### src/rtl/multi_ser_host.sv
// Host front end for a bit-serial multiplier: serializes two W-bit operands LSB-first
// and deserializes the 2W-bit product. Optional MULTI_SER_SIGNED_EN: sign-extend padding beats.
module multi_ser_host #(
  parameter int W       = 4,
  parameter int OUT_DLY = 1
) (
  input  logic           CLK,
  input  logic           RST,
  input  logic           in_valid,
  output logic           in_ready,
  input  logic [W-1:0]   in_a,
  input  logic [W-1:0]   in_b,
  output logic           ser_valid,
  output logic           ser_a,
  output logic           ser_b,
  input  logic           ser_o,
  output logic           prod_valid,
  input  logic           prod_ready,
  output logic [2*W-1:0] prod,
  output logic           busy
);

  localparam int PW = 2 * W;
  localparam int CW = (PW > 1) ? $clog2(PW) : 1;
  localparam logic [CW-1:0] LAST = CW'(PW - 1);

  typedef enum logic [1:0] {
    S_IDLE,
    S_SEND,
    S_DRAIN,
    S_HOLD
  } state_t;

  state_t r_state;
  state_t w_state_next;

  logic [CW-1:0] r_beat;
  logic [CW-1:0] r_cap_cnt;
  logic [PW-2:0] r_a_sh;
  logic [PW-2:0] r_b_sh;
  logic [PW-1:0] r_prod;
  logic          r_ser_valid;
  logic          r_ser_a;
  logic          r_ser_b;

  logic [PW-1:0] w_a_ext;
  logic [PW-1:0] w_b_ext;
  logic          w_accept;
  logic          w_cap_en;
  logic          w_cap_last;

`ifdef MULTI_SER_SIGNED_EN
  assign w_a_ext = {{W{in_a[W-1]}}, in_a};
  assign w_b_ext = {{W{in_b[W-1]}}, in_b};
`else
  assign w_a_ext = {{W{1'b0}}, in_a};
  assign w_b_ext = {{W{1'b0}}, in_b};
`endif

  assign w_accept   = (r_state == S_IDLE) && in_valid;
  assign w_cap_last = w_cap_en && (r_cap_cnt == LAST);

  // Capture strobe: the beat's ser_valid delayed by OUT_DLY cycles.
  genvar gi;
  generate
    if (OUT_DLY == 0) begin : g_nodly
      assign w_cap_en = r_ser_valid;
    end else begin : g_dly
      logic r_vdly [OUT_DLY];
      for (gi = 0; gi < OUT_DLY; gi++) begin : g_tap
        if (gi == 0) begin : g_first
          always_ff @(posedge CLK or posedge RST) begin
            if (RST) r_vdly[gi] <= 1'b0;
            else     r_vdly[gi] <= r_ser_valid;
          end
        end else begin : g_rest
          always_ff @(posedge CLK or posedge RST) begin
            if (RST) r_vdly[gi] <= 1'b0;
            else     r_vdly[gi] <= r_vdly[gi-1];
          end
        end
      end
      assign w_cap_en = r_vdly[OUT_DLY-1];
    end
  endgenerate

  always_ff @(posedge CLK or posedge RST) begin
    if (RST) r_state <= S_IDLE;
    else     r_state <= w_state_next;
  end

  always_comb begin
    w_state_next = r_state;
    case (r_state)
      S_IDLE:  if (in_valid) w_state_next = S_SEND;
      S_SEND:  if (r_beat == LAST) w_state_next = (OUT_DLY == 0) ? S_HOLD : S_DRAIN;
      S_DRAIN: if (w_cap_last) w_state_next = S_HOLD;
      S_HOLD:  if (prod_ready) w_state_next = S_IDLE;
      default: w_state_next = S_IDLE;
    endcase
  end

  always_comb begin
    in_ready   = (r_state == S_IDLE);
    busy       = (r_state != S_IDLE);
    prod_valid = (r_state == S_HOLD);
  end

  always_ff @(posedge CLK or posedge RST) begin
    if (RST) begin
      r_ser_valid <= 1'b0;
      r_ser_a     <= 1'b0;
      r_ser_b     <= 1'b0;
      r_a_sh      <= '0;
      r_b_sh      <= '0;
      r_beat      <= '0;
      r_cap_cnt   <= '0;
      r_prod      <= '0;
    end else begin
      if (w_accept) begin
        // Beat 0 is registered at acceptance; the rest wait in the shifters.
        r_ser_valid <= 1'b1;
        r_ser_a     <= w_a_ext[0];
        r_ser_b     <= w_b_ext[0];
        r_a_sh      <= w_a_ext[PW-1:1];
        r_b_sh      <= w_b_ext[PW-1:1];
        r_beat      <= '0;
        r_cap_cnt   <= '0;
      end else if (r_state == S_SEND) begin
        if (r_beat == LAST) begin
          r_ser_valid <= 1'b0;
          r_ser_a     <= 1'b0;
          r_ser_b     <= 1'b0;
        end else begin
          r_ser_a <= r_a_sh[0];
          r_ser_b <= r_b_sh[0];
          r_a_sh  <= r_a_sh >> 1;
          r_b_sh  <= r_b_sh >> 1;
          r_beat  <= r_beat + CW'(1);
        end
      end
      if (w_cap_en) begin
        r_prod    <= {ser_o, r_prod[PW-1:1]};
        r_cap_cnt <= r_cap_cnt + CW'(1);
      end
    end
  end

  assign ser_valid = r_ser_valid;
  assign ser_a     = r_ser_a;
  assign ser_b     = r_ser_b;
  assign prod      = r_prod;

endmodule

### config.mk
export PLATFORM = sky130hd
export DESIGN_NAME = multi_ser_host
export DESIGN_NICKNAME = d
export VERILOG_FILES = /design/src/rtl/multi_ser_host.sv
export SDC_FILE = /design/constraint.sdc
export NUM_CORES = 1
export LEC_CHECK = 0
export CAP_MARGIN = 20
export CORE_MARGIN = 4
export CORE_UTILIZATION = 53
export DETAILED_ROUTE_END_ITERATION = 10
export GPL_TIMING_DRIVEN = 0
export PLACE_DENSITY_LB_ADDON = 0.08
export SYNTH_ARGS = -nofsm -noshare
export SYNTH_HDL_FRONTEND = slang
export SYNTH_SLANG_ARGS = --single-unit
### constraint.sdc
create_clock -name CLK -period 3.55 [get_ports CLK]
set_input_delay 0.71 -clock CLK [delete_from_list [all_inputs] [get_ports CLK]]
set_output_delay 0.71 -clock CLK [all_outputs]
set_load 0.01 [all_outputs]
# == After elaboration in Yosys (flattened, before gate mapping) ==
# Cells that the tools add are included.
# classes
n_eq_ne,10
n_reduce_logical,10
n_mux,25
add_sub_neg,2
# op_table
operator,n
$mux 7,6
$mux 3,5
$mux 1,9
$mux 2,4
$ne 2x2->1 const B,4
$pmux 2 s4,1
$reduce_bool 2->1,4
$add 3x1->3 const B,2
$eq 3x3->1 const B,2
$eq 2x2->1 const B,2
$reduce_and 2->1,2
$reduce_and 4->1,1
$eq 2x1->1 const B,1
$logic_and 1x1->1,2
$logic_not 2->1,1
$ne 2x1->1 const B,1
# totals
register_bits,34
output_inout_bits,14

# == Longest topological paths before layout ==
# logic_depth
word_depth,4
mapped_depth,7
mapped_depth_nobuf,5

# == Worst setup path after synthesis ==
# No wires, ideal clock.
# synth_path
path_kind,reg2reg
startpoint,register r_state[0]
endpoint,register r_state[1]
path_buffers,0
arrival_ns,1.506
stages_incl_launch_ff,6
slack_ns,1.917
path_cell_list,dfrtp_1 -> inv_1 -> ha_1 -> nor2b_1 -> a2111oi_4 -> mux2_1
# synth_via
elab_chain_cells,3
elab_cells_between_ends,10
# synth_lines
element,line_no,text
from (decl),34,state_t r_state;
from (signal assigned),89,else r_state <= w_state_next;
$logic_not 2->1 (*),-,
via in_ready,10,"output logic in_ready,"
$ne 2x2->1 (no line),-,
$reduce_and 4->1 (no line),-,
# Mark *: on every way through the listed nets, which the timed path passes. The rest lies on a longest branch.
# A chain may end at the register's enable or synchronous reset.

# == Worst setup path in the final report ==
# layout_path
startpoint,register r_state[0]
endpoint,output busy
# layout_via
elab_chain_cells,1
# layout_lines
element,line_no,text
$reduce_bool 2->1,105,busy = (r_state != S_IDLE);
to (decl),20,output logic busy
# Every way passes these cells.

==> results.cfg <==
[outcome]
status = completed

[setup_path]
crit_end = busy
reg2reg_slack_ns = 1.80
setup.worst_path.start = r_state[0]$_DFFE_PP0P_
timing.rr.end = r_state[1]$_DFFE_PP0P_
reg2reg_depth = 5
worstReg2RegStart = r_state[0]$_DFFE_PP0P_
critPathCaptureType = output port
cp-start-kind = flop
required_ns = 2.84
path_max_fanout = 5
crit_type = flop to output port
crit_arrival_ns = 1.72

[timing]
rsz0062_at_grt = false
slew-limit-headroom_pct = 76.8
setup_viol = 0
min_period_over_period_pct = 68.4
final_max_slew_viol_count = 0
tns_ns = 0
fin_crit_ns = 2.43
tightestPinTransition_ns = 0.349
setup_slack_ns = 1.12
max_freq_mhz = 412
report.final.hold_viol_count = 0
finalClockSkew_ns = 0.00412

[global_routing]
grt_max_degree = 27
grt_overflow = 0
antenna_found_initial = 0
grt_pass1_vias = 862
grt_util_all_layers_pct = 14.0
grt_pass1_wl_mm = 3.59

[route]
drt_iter0_drc = 3
vias = 799
routed_wl_mm = 2.06
drc_errors = 0
first_pass_iters = 3
avgRoutedWirePerCell_um = 12.9
viasPerCell = 4.99
final_antenna_net_count = 0

[synthesis]
syn_inst = 101
synth.largest_area_cell = dfrtp_1
synthMuxAreaShare_pct = 14.1
synth_compound_area_share_pct = 8.36
syn_area_um2 = 1230
yosys.area_share.simple_pct = 10.5
ys_seq_area_share_pct = 53.0
synth_top_area_share_pct = 53.0
yosys-top-cells-area = dfrtp_1 53%, ha_1 9.2%, mux2_2 8.3%
syn_area_per_cell_um2 = 12.2
syn_nets = 123
synthAdderAreaFrac_pct = 9.17
ys_types = 24
synth_top_family_by_area = multiplexers
yosys_warnings = 0
synthXorXnorAreaFrac_pct = 0.714
synth-seq-cells = 26

[clock_network]
clock_sinks = 26
cts_tree = built
post-cts-setup-buffers = 0
clk_pin_slew_ns = 0.14
clock_latency_ns = 0.31
cts_buffers = 3
root_buffer = clkbuf_4
htreeDepth = 1
hold_buffers = 0
clockBufferDepth = 2
post_cts_resized = 0

[run]
drv_cap = 0

[power]
clkPwrFrac_pct = 11.0
p_switching_uw = 460
total_power_uw = 1340
peakVddDrop_mv = 0.569
power_frac_seq_pct = 38.7
p_comb_share_pct = 50.2
internal_power_uw = 876
power.leakage_uw = 0.000720
switching_share_pct = 34.4
p_per_area_nw_per_um2 = 842

[placed_design]
dpl.hpwl_mm = 1.58
dp_cells = 155
place_congestion = 0.676
io_buffers = 26
placed_area_um2 = 1520
place_ws_ns = 1.41

[final_layout]
fin_cells = 160
final_cell_mix = 26 x dfrtp_1, 26 x clkdlybuf4s50_1, 12 x nand2_1
drive_above_1_share_pct = 15.9
area_delta_synth_final_pct = 29.3
diodes = 0
fin_nets = 155
fin_area_um2 = 1590

[die]
die_area_um2 = 3150
placeableCoreArea_um2 = 2210
die-width_um = 56.1
row_count = 17
initial_utilization_pct = 55.5
num_io_pins = 27
die_h_um = 56.1

[hold_path]
hold_path.class = flop to flop
## worst min path at each step
stage                        endpoint             startpoint  slack, ns  cells past startpoint
3_3_place_gp   g_dly.r_vdly$_DFF_PP0_  ser_valid$_DFFE_PP0P_       0.40                      0
5_1_grt        g_dly.r_vdly$_DFF_PP0_  ser_valid$_DFFE_PP0P_       0.46                      0
2_1_floorplan  g_dly.r_vdly$_DFF_PP0_  ser_valid$_DFFE_PP0P_       0.43                      0
6_report       g_dly.r_vdly$_DFF_PP0_  ser_valid$_DFFE_PP0P_       0.44                      0
3_5_place_dp   g_dly.r_vdly$_DFF_PP0_  ser_valid$_DFFE_PP0P_       0.42                      0
4_1_cts        g_dly.r_vdly$_DFF_PP0_  ser_valid$_DFFE_PP0P_       0.44                      0
## state kept, by name, summed over array words and instances (netlist names)
| signal | cells |
|---|---|
| g_dly.r_vdly | 1 |
| prod | 8 |
| r_a_sh | 3 |
| r_b_sh | 3 |
| r_beat | 3 |
| r_cap_cnt | 3 |
| r_state | 2 |
| ser_a | 1 |
| ser_b | 1 |
| ser_valid | 1 |
## cell usage after synthesis (all sizes together)
cell and n:
a2111oi 1, a221oi 2, a22o 2, and2 1
buf 4, clkbuf 1, dfrtp 26, ha 9
inv 5, mux2 10, mux2i 6, nand2 13
nor2 9, nor2b 3, o21ai 6, o32a 1
or3 1, xnor2 1
## cell type report
cell class / instances / area (um2)
Multi-Input combinational cell: 65 / 526
Clock buffer: 4 / 36.3
Fill cell: 179 / 626
Inverter: 5 / 18.8
Timing Repair Buffer: 27 / 288
Tap cell: 28 / 35.0
Sequential cell: 26 / 651
Buffer: 5 / 32.5
## worst max-delay path, stage by stage (launching register included)
cell	delay, ns
dfrtp_1	0.44
inv_1	0.10
ha_1	0.26
inv_1	0.07
clkdlybuf4s50_1	0.53
## power groups by stage
stage               logic [uW]  clock network, uW  registers [uW]
global placement           648                  0             517
detailed placement         679                  0             525
CTS                        682                153             518
global route               747                164             538
finish                     671                147             517
floorplan                  419                  0             534
## layer usage
metal	GRT usage, %	vias to the layer above	wire [um]
li1	-	405	-
met1	16.0	377	904
met2	26.0	15	1040
met3	3.02	2	94
met4	4.07	0	21
met5	0	-	0
## through the flow
stage               util (%)  hold WS (ns)
detailed placement      68.8         0.416
global route            71.7         0.460
CTS                     70.5         0.445
finish                  71.7         0.437
floorplan                  -         0.434
global placement        68.8         0.401
## logic make-up (layout without fill, tap and decap cells)
kind of cell	Yosys count	in the layout
buffers and inverters	10	41
AOI/OAI and AO/OA	12	12
adders and majority gates	9	9
DFF	26	26
xor gates and xnor gates	1	1
and+or+nand+nor	27	27
muxes	16	16
No activity file was read; power rests on OpenSTA's default activity.
